===== src/rtl/prog_sequencer_pkg.sv =====
// ---------------------------------------------------------------------------
// prog_seq_pkg
//   Shared types and constants for the program sequencer slice.
//   - seq_state_t  : sequencer FSM states (IDLE, ARMED, LAUNCH, RUN, DONE)
//   - NUM_PROGS    : number of programs cycled through (3)
//   - PROG_IDX_W   : width of the program index (2)
//   - next_prog_idx: program index advance with wrap 0->1->2->0
// ---------------------------------------------------------------------------
package prog_seq_pkg;

    typedef enum logic [2:0] {
        S_IDLE   = 3'd0,
        S_ARMED  = 3'd1,
        S_LAUNCH = 3'd2,
        S_RUN    = 3'd3,
        S_DONE   = 3'd4
    } seq_state_t;

    localparam int unsigned NUM_PROGS  = 3;
    localparam int unsigned PROG_IDX_W = 2;

    function automatic logic [PROG_IDX_W-1:0] next_prog_idx(
        input logic [PROG_IDX_W-1:0] idx
    );
        logic [PROG_IDX_W-1:0] nxt;
        if (idx >= PROG_IDX_W'(NUM_PROGS - 1))
            nxt = '0;
        else
            nxt = idx + 1'b1;
        return nxt;
    endfunction

endpackage


===== src/rtl/prog_sequencer_cycle_counter.sv =====
// ---------------------------------------------------------------------------
// prog_cycle_counter
//   Saturating execution-cycle counter with synchronous clear and enable.
//   Also owns the watchdog limit compare.
//   Optional feature macro: PROG_SEQ_WATCHDOG_EN (enables the limit compare;
//   otherwise at_limit is tied 0).
// Ports
//   clk      in   clock
//   reset    in   synchronous active-high reset (count -> 0)
//   clear    in   synchronous clear (count -> 0)
//   enable   in   count up by one, holding at all-ones
//   count    out  CNT_W current count
//   at_limit out  count == MAX_CYCLES-1 (watchdog build only)
// ---------------------------------------------------------------------------
module prog_cycle_counter #(
    parameter int unsigned      CNT_W      = 16,
    parameter logic [CNT_W-1:0] MAX_CYCLES = CNT_W'('hFFF0)
) (
    input  logic             clk,
    input  logic             reset,
    input  logic             clear,
    input  logic             enable,
    output logic [CNT_W-1:0] count,
    output logic             at_limit
);

    always_ff @(posedge clk) begin
        if (reset || clear)
            count <= '0;
        else if (enable && (count != '1))
            count <= count + 1'b1;
    end

`ifdef PROG_SEQ_WATCHDOG_EN
    // Compare against MAX_CYCLES-1 so the cycle that reaches MAX_CYCLES is the
    // one that leaves RUN.
    assign at_limit = (count == (MAX_CYCLES - 1'b1));
`else
    logic unused_max_cycles;
    assign unused_max_cycles = ^MAX_CYCLES;
    assign at_limit          = 1'b0;
`endif

endmodule


===== src/rtl/prog_sequencer.sv =====
// ---------------------------------------------------------------------------
// prog_sequencer
//   Upstream controller for the instruction fetch stage. Runs the Start/Ack
//   program handshake: holds the PC while armed, forces an absolute load of
//   the next program's base address on Start release, counts RUN cycles until
//   Halt, then acknowledges.
//   Optional feature macro: PROG_SEQ_WATCHDOG_EN (RUN watchdog -> Timeout).
// Ports
//   Clk        in   clock
//   Reset      in   synchronous active-high reset
//   Start      in   high = hold/arm, falling edge = launch
//   Halt       in   decoder saw halt (only honoured in RUN)
//   FetchHold  out  1 = freeze fetch PC
//   FetchLoad  out  1-cycle pulse: fetch loads LoadTarget
//   LoadTarget out  PC_W base address of the current program
//   ProgIdx    out  current program index 0..2
//   Running    out  1 while in RUN
//   Ack        out  1 while in DONE
//   CycleCount out  CNT_W RUN cycles of the last/current program
//   Timeout    out  watchdog fired (0 without the macro)
// ---------------------------------------------------------------------------
module prog_sequencer
    import prog_seq_pkg::*;
#(
    parameter int unsigned      PC_W       = 10,
    parameter int unsigned      CNT_W      = 16,
    parameter logic [PC_W-1:0]  PROG0_BASE = PC_W'(0),
    parameter logic [PC_W-1:0]  PROG1_BASE = PC_W'(256),
    parameter logic [PC_W-1:0]  PROG2_BASE = PC_W'(512),
    parameter logic [CNT_W-1:0] MAX_CYCLES = CNT_W'('hFFF0)
) (
    input  logic                  Clk,
    input  logic                  Reset,
    input  logic                  Start,
    input  logic                  Halt,
    output logic                  FetchHold,
    output logic                  FetchLoad,
    output logic [PC_W-1:0]       LoadTarget,
    output logic [PROG_IDX_W-1:0] ProgIdx,
    output logic                  Running,
    output logic                  Ack,
    output logic [CNT_W-1:0]      CycleCount,
    output logic                  Timeout
);

    seq_state_t            state;
    seq_state_t            state_next;
    logic [PROG_IDX_W-1:0] prog_idx;
    logic                  at_limit;

    prog_cycle_counter #(
        .CNT_W      (CNT_W),
        .MAX_CYCLES (MAX_CYCLES)
    ) u_counter (
        .clk      (Clk),
        .reset    (Reset),
        .clear    (state == S_LAUNCH),
        .enable   (state == S_RUN),
        .count    (CycleCount),
        .at_limit (at_limit)
    );

    // Halt takes priority over Start in RUN; Start is ignored in LAUNCH/RUN.
    always_comb begin
        state_next = state;
        case (state)
            S_IDLE:   if (Start)            state_next = S_ARMED;
            S_ARMED:  if (!Start)           state_next = S_LAUNCH;
            S_LAUNCH:                       state_next = S_RUN;
            S_RUN:    if (Halt || at_limit) state_next = S_DONE;
            S_DONE:   if (Start)            state_next = S_ARMED;
            default:                        state_next = S_IDLE;
        endcase
    end

    always_ff @(posedge Clk) begin
        if (Reset) begin
            state    <= S_IDLE;
            prog_idx <= '0;
        end else begin
            state <= state_next;
            if ((state == S_RUN) && (state_next == S_DONE))
                prog_idx <= next_prog_idx(prog_idx);
        end
    end

`ifdef PROG_SEQ_WATCHDOG_EN
    logic timeout_q;

    always_ff @(posedge Clk) begin
        if (Reset)
            timeout_q <= 1'b0;
        else if ((state == S_RUN) && !Halt && at_limit)
            timeout_q <= 1'b1;
        else if ((state != S_ARMED) && (state_next == S_ARMED))
            timeout_q <= 1'b0;
    end

    assign Timeout = timeout_q;
`else
    assign Timeout = 1'b0;
`endif

    always_comb begin
        case (prog_idx)
            2'd0:    LoadTarget = PROG0_BASE;
            2'd1:    LoadTarget = PROG1_BASE;
            default: LoadTarget = PROG2_BASE;
        endcase
    end

    assign ProgIdx   = prog_idx;
    assign FetchHold = !((state == S_LAUNCH) || (state == S_RUN));
    assign FetchLoad = (state == S_LAUNCH);
    assign Running   = (state == S_RUN);
    assign Ack       = (state == S_DONE);

endmodule


===== config.mk =====
export PLATFORM = sky130hd
export DESIGN_NAME = prog_sequencer
export DESIGN_NICKNAME = d
export VERILOG_FILES = /design/src/rtl/prog_sequencer_pkg.sv /design/src/rtl/prog_sequencer_cycle_counter.sv /design/src/rtl/prog_sequencer.sv
export SDC_FILE = /design/constraint.sdc
export NUM_CORES = 1
export LEC_CHECK = 0
export ABC_AREA = 1
export ABC_CLOCK_PERIOD_IN_PS = 1500
export BUFFER_PORTS_ARGS = -buffer_cell sky130_fd_sc_hd__buf_4
export CAP_MARGIN = 25
export CORE_MARGIN = 3
export CORE_UTILIZATION = 30
export CTS_CLUSTER_SIZE = 20
export DETAILED_ROUTE_END_ITERATION = 16
export MAX_ROUTING_LAYER = met4
export PLACE_DENSITY_LB_ADDON = 0.08
export SYNTH_ARGS = -nofsm -noshare
export SYNTH_HDL_FRONTEND = slang
export SYNTH_SLANG_ARGS = --single-unit

===== constraint.sdc =====
create_clock -name Clk -period 1.5 [get_ports Clk]
set_input_delay 0.225 -clock Clk [delete_from_list [all_inputs] [get_ports Clk]]
set_output_delay 0.225 -clock Clk [all_outputs]
set_load 0.05 [all_outputs]

==> results.yml <==
final_layout:
  final_layout_size_suffix_gt1_share_pct: 40.9
  syn2layout_area_growth_pct: 34.3
  n_antenna_cell: 0
  final_util_pct: 42.7
  fillers: 447
  final_net_count: 231
global_route:
  gr-total-overflow: 0
  grt_max_degree: 19
  antenna_found_initial: 0
  grtUsageTotal_pct: 13.1
  busiest_layer: "met2"
  grt_pass1_wl_mm: 5.26
  met1_usage_pct: 15.8
  first_global_vias: 1191
  gr-usage-met2_pct: 21.9
  use_met3_pct: 2.10
logic_synthesis:
  synth_ff_type: "dfxtp_1"
  syn_avg_cell_area_um2: 7.02
  yosys.area.top_type: "dfxtp_1"
  ys_seq_area_share_pct: 32.4
  syn_inst: 185
  ys_async_sr_fraction_pct: 0
  ys_top_cells_by_area: "dfxtp_1 (32%), nand2_1 (12%), nor2_1 (9.0%)"
  synth.most_common_cell: "nand2_1"
  synth_area_um2: 1300
  synth_edf_count: 0
  synth_cell_types: 29
  synth_warnings: 0
  yosysTopAreaCellShare_pct: 32.4
  synth_seq_cells: 21
  synth_common_cells: "nand2_1 (43), nor2_1 (31), dfxtp_1 (21), inv_1 (18)"
worst_setup_path:
  worstSetupStartpoint: "u_counter.count[13]"
  critical_path.max_fanout: 7
  worstPathArrival_ps: 1610
  critical-path-top-delay-family: "simple AND/OR/NAND/NOR gates"
  critPathMaxStageDelay_ps: 370
  cp_slowest_cell: "dfxtp_2"
  cp-end-kind: "flip-flop"
  startpoint_type: "flip-flop"
  cp.depth: 9
  reg2regPathDepth: 9
  crit_chain: "nand2_1, nor2_2, nand2_2, nor2_8, nor2_8, buf_12, nand2_1, nand2_1, nor2_1"
  path_class: "reg2reg"
  r2r_start: "u_counter.count[13]"
  cp_common_cell: "nand2_1"
  cp_data_required_time_ps: 1690
  critPathBufInv: 1
clock_network:
  numCtsBuffers: 3
  h-tree-depth: 1
  cts_sinks: 21
  clk_pin_slew_worst_paths_ps: 80
  insertion_delay_ps: 260
  cts_hold_buffers: 0
  cts_tree: "done"
  cts-root-buf: "clkbuf_8"
  clock_path_buffers: 2
detailed_routing:
  viasPerCell: 4.54
  drt_iter0_markers: 45
  drc: 0
  vias: 1249
  routedWlPerCell_um: 11.8
  dr.pass1.iters: 4
  antenna_left: 0
  wirelength_mm: 3.23
sta:
  rsz0062_at_grt: "yes"
  clock.fmax_mhz: 706
  finalSetupViolations: 0
  hold_slack_ps: 169
  fin_skew_ps: 7.36
  fin_crit_sh_pct: 94.5
  fin_crit_ps: 1420
  final_hold_viol_count: 0
  drv_slew: 0
min_path:
  hp-class: "in2reg"
  holdCritStartpoint: "Reset"
  min_path_cells: 2
place:
  dp_hpwl_mm: 2.40
  port_buffers: 27
  place_congestion: 0.818
run_status:
  outcome: "complete, no violations"
power_and_ir_drop:
  powerDensity_nw_per_um2: 639
  peakVddDrop_mv: 0.233
  leakagePower_nw: 0.744
flow_run:
  drv_cap: 0
floorplanning:
  rows: 23
  start_util_pct: 31.8
  core_area_um2: 4090
  fp.dieW_um: 71.8
  ioPinCount: 37
  die_h_um: 71.8
  fp.dieArea_um2: 5150
cells in the final DEF (no fill, tap or decap), types with 4 or more instances in the layout:
cell | netlist | routed
conb_1 | 1 | 9
dfxtp_2 | 0 | 15
a21oi_1 | 9 | 9
dfxtp_1 | 21 | 4
nand2_1 | 43 | 41
inv_1 | 18 | 18
nand2_2 | 3 | 4
nor2_2 | 2 | 4
nor2_4 | 0 | 4
xnor2_1 | 4 | 4
a21oi_2 | 7 | 7
buf_4 | 9 | 37
nand3_1 | 9 | 9
nor2_1 | 31 | 26
stage by stage:
step / area (um2) / power (mW) / setup WS, ps / setup TNS [ps] / cells
after detailed placement: 1620 / 0.744 / 13.8 / 0 / 264
after floorplan: 1400 / 0.725 / -5.93 / -5.93 / 193
after global placement: 1620 / 0.743 / 10.2 / 0 / 264
after CTS: 1660 / 1.14 / 8.35 / 0 / 268
after global routing: 1740 / 1.16 / -17.9 / -31.7 / 275
final: 1740 / 1.11 / 82.6 / 0 / 275
where the power goes:
group          switching (mW)  internal [mW]
sequential            0.00682          0.560
combinational           0.130         0.0408
clock                   0.187          0.189
total                   0.324          0.790
metal layers:
metal | part of all wire, % | routed length (um) | vias up
met5 | 0 | 0 | -
met4 | 0.62 | 20 | 0
met3 | 3.8 | 124 | 2
met2 | 49 | 1590 | 22
met1 | 46 | 1500 | 583
li1 | - | - | 642
final timing paths:
kind | end | slack, ps
setup / recovery | u_counter.count[0] | 80
hold / removal | state[1] | 170
setup reg to reg | u_counter.count[0] | 80
hold reg to reg | u_counter.count[3] | 490
cell type report:
class                      instances  area [um2]  area share, %
clock buffer                       4        45.0           2.58
inverter                          22        85.1           4.88
multi-input combinational        140         807           46.3
sequential                        21         447           25.6
tap                               50        62.6           3.59
timing repair buffer              38         298           17.1
state kept, by name, indices dropped and copies added (netlist names):
| signal | cells |
|---|---|
| u_counter.count | 16 |
| ProgIdx | 2 |
| state | 3 |
logic make-up after synthesis:
kind of cell,after synthesis,synth area share [%]
XOR/XNOR,5,3.37
buffers and inverters,33,12.9
flip-flops,21,32.4
adder cells (fa/ha/maj),1,0.963
AO/OA/AOI/OAI,22,11.8
other,1,0.289
AND/OR/NAND/NOR,102,38.3
what timing repair did:
item	CTS	global route
resized for setup	0	5
setup endpoints to repair	0	16
setup buffers	0	6
(Power assumes the default switching activity.)
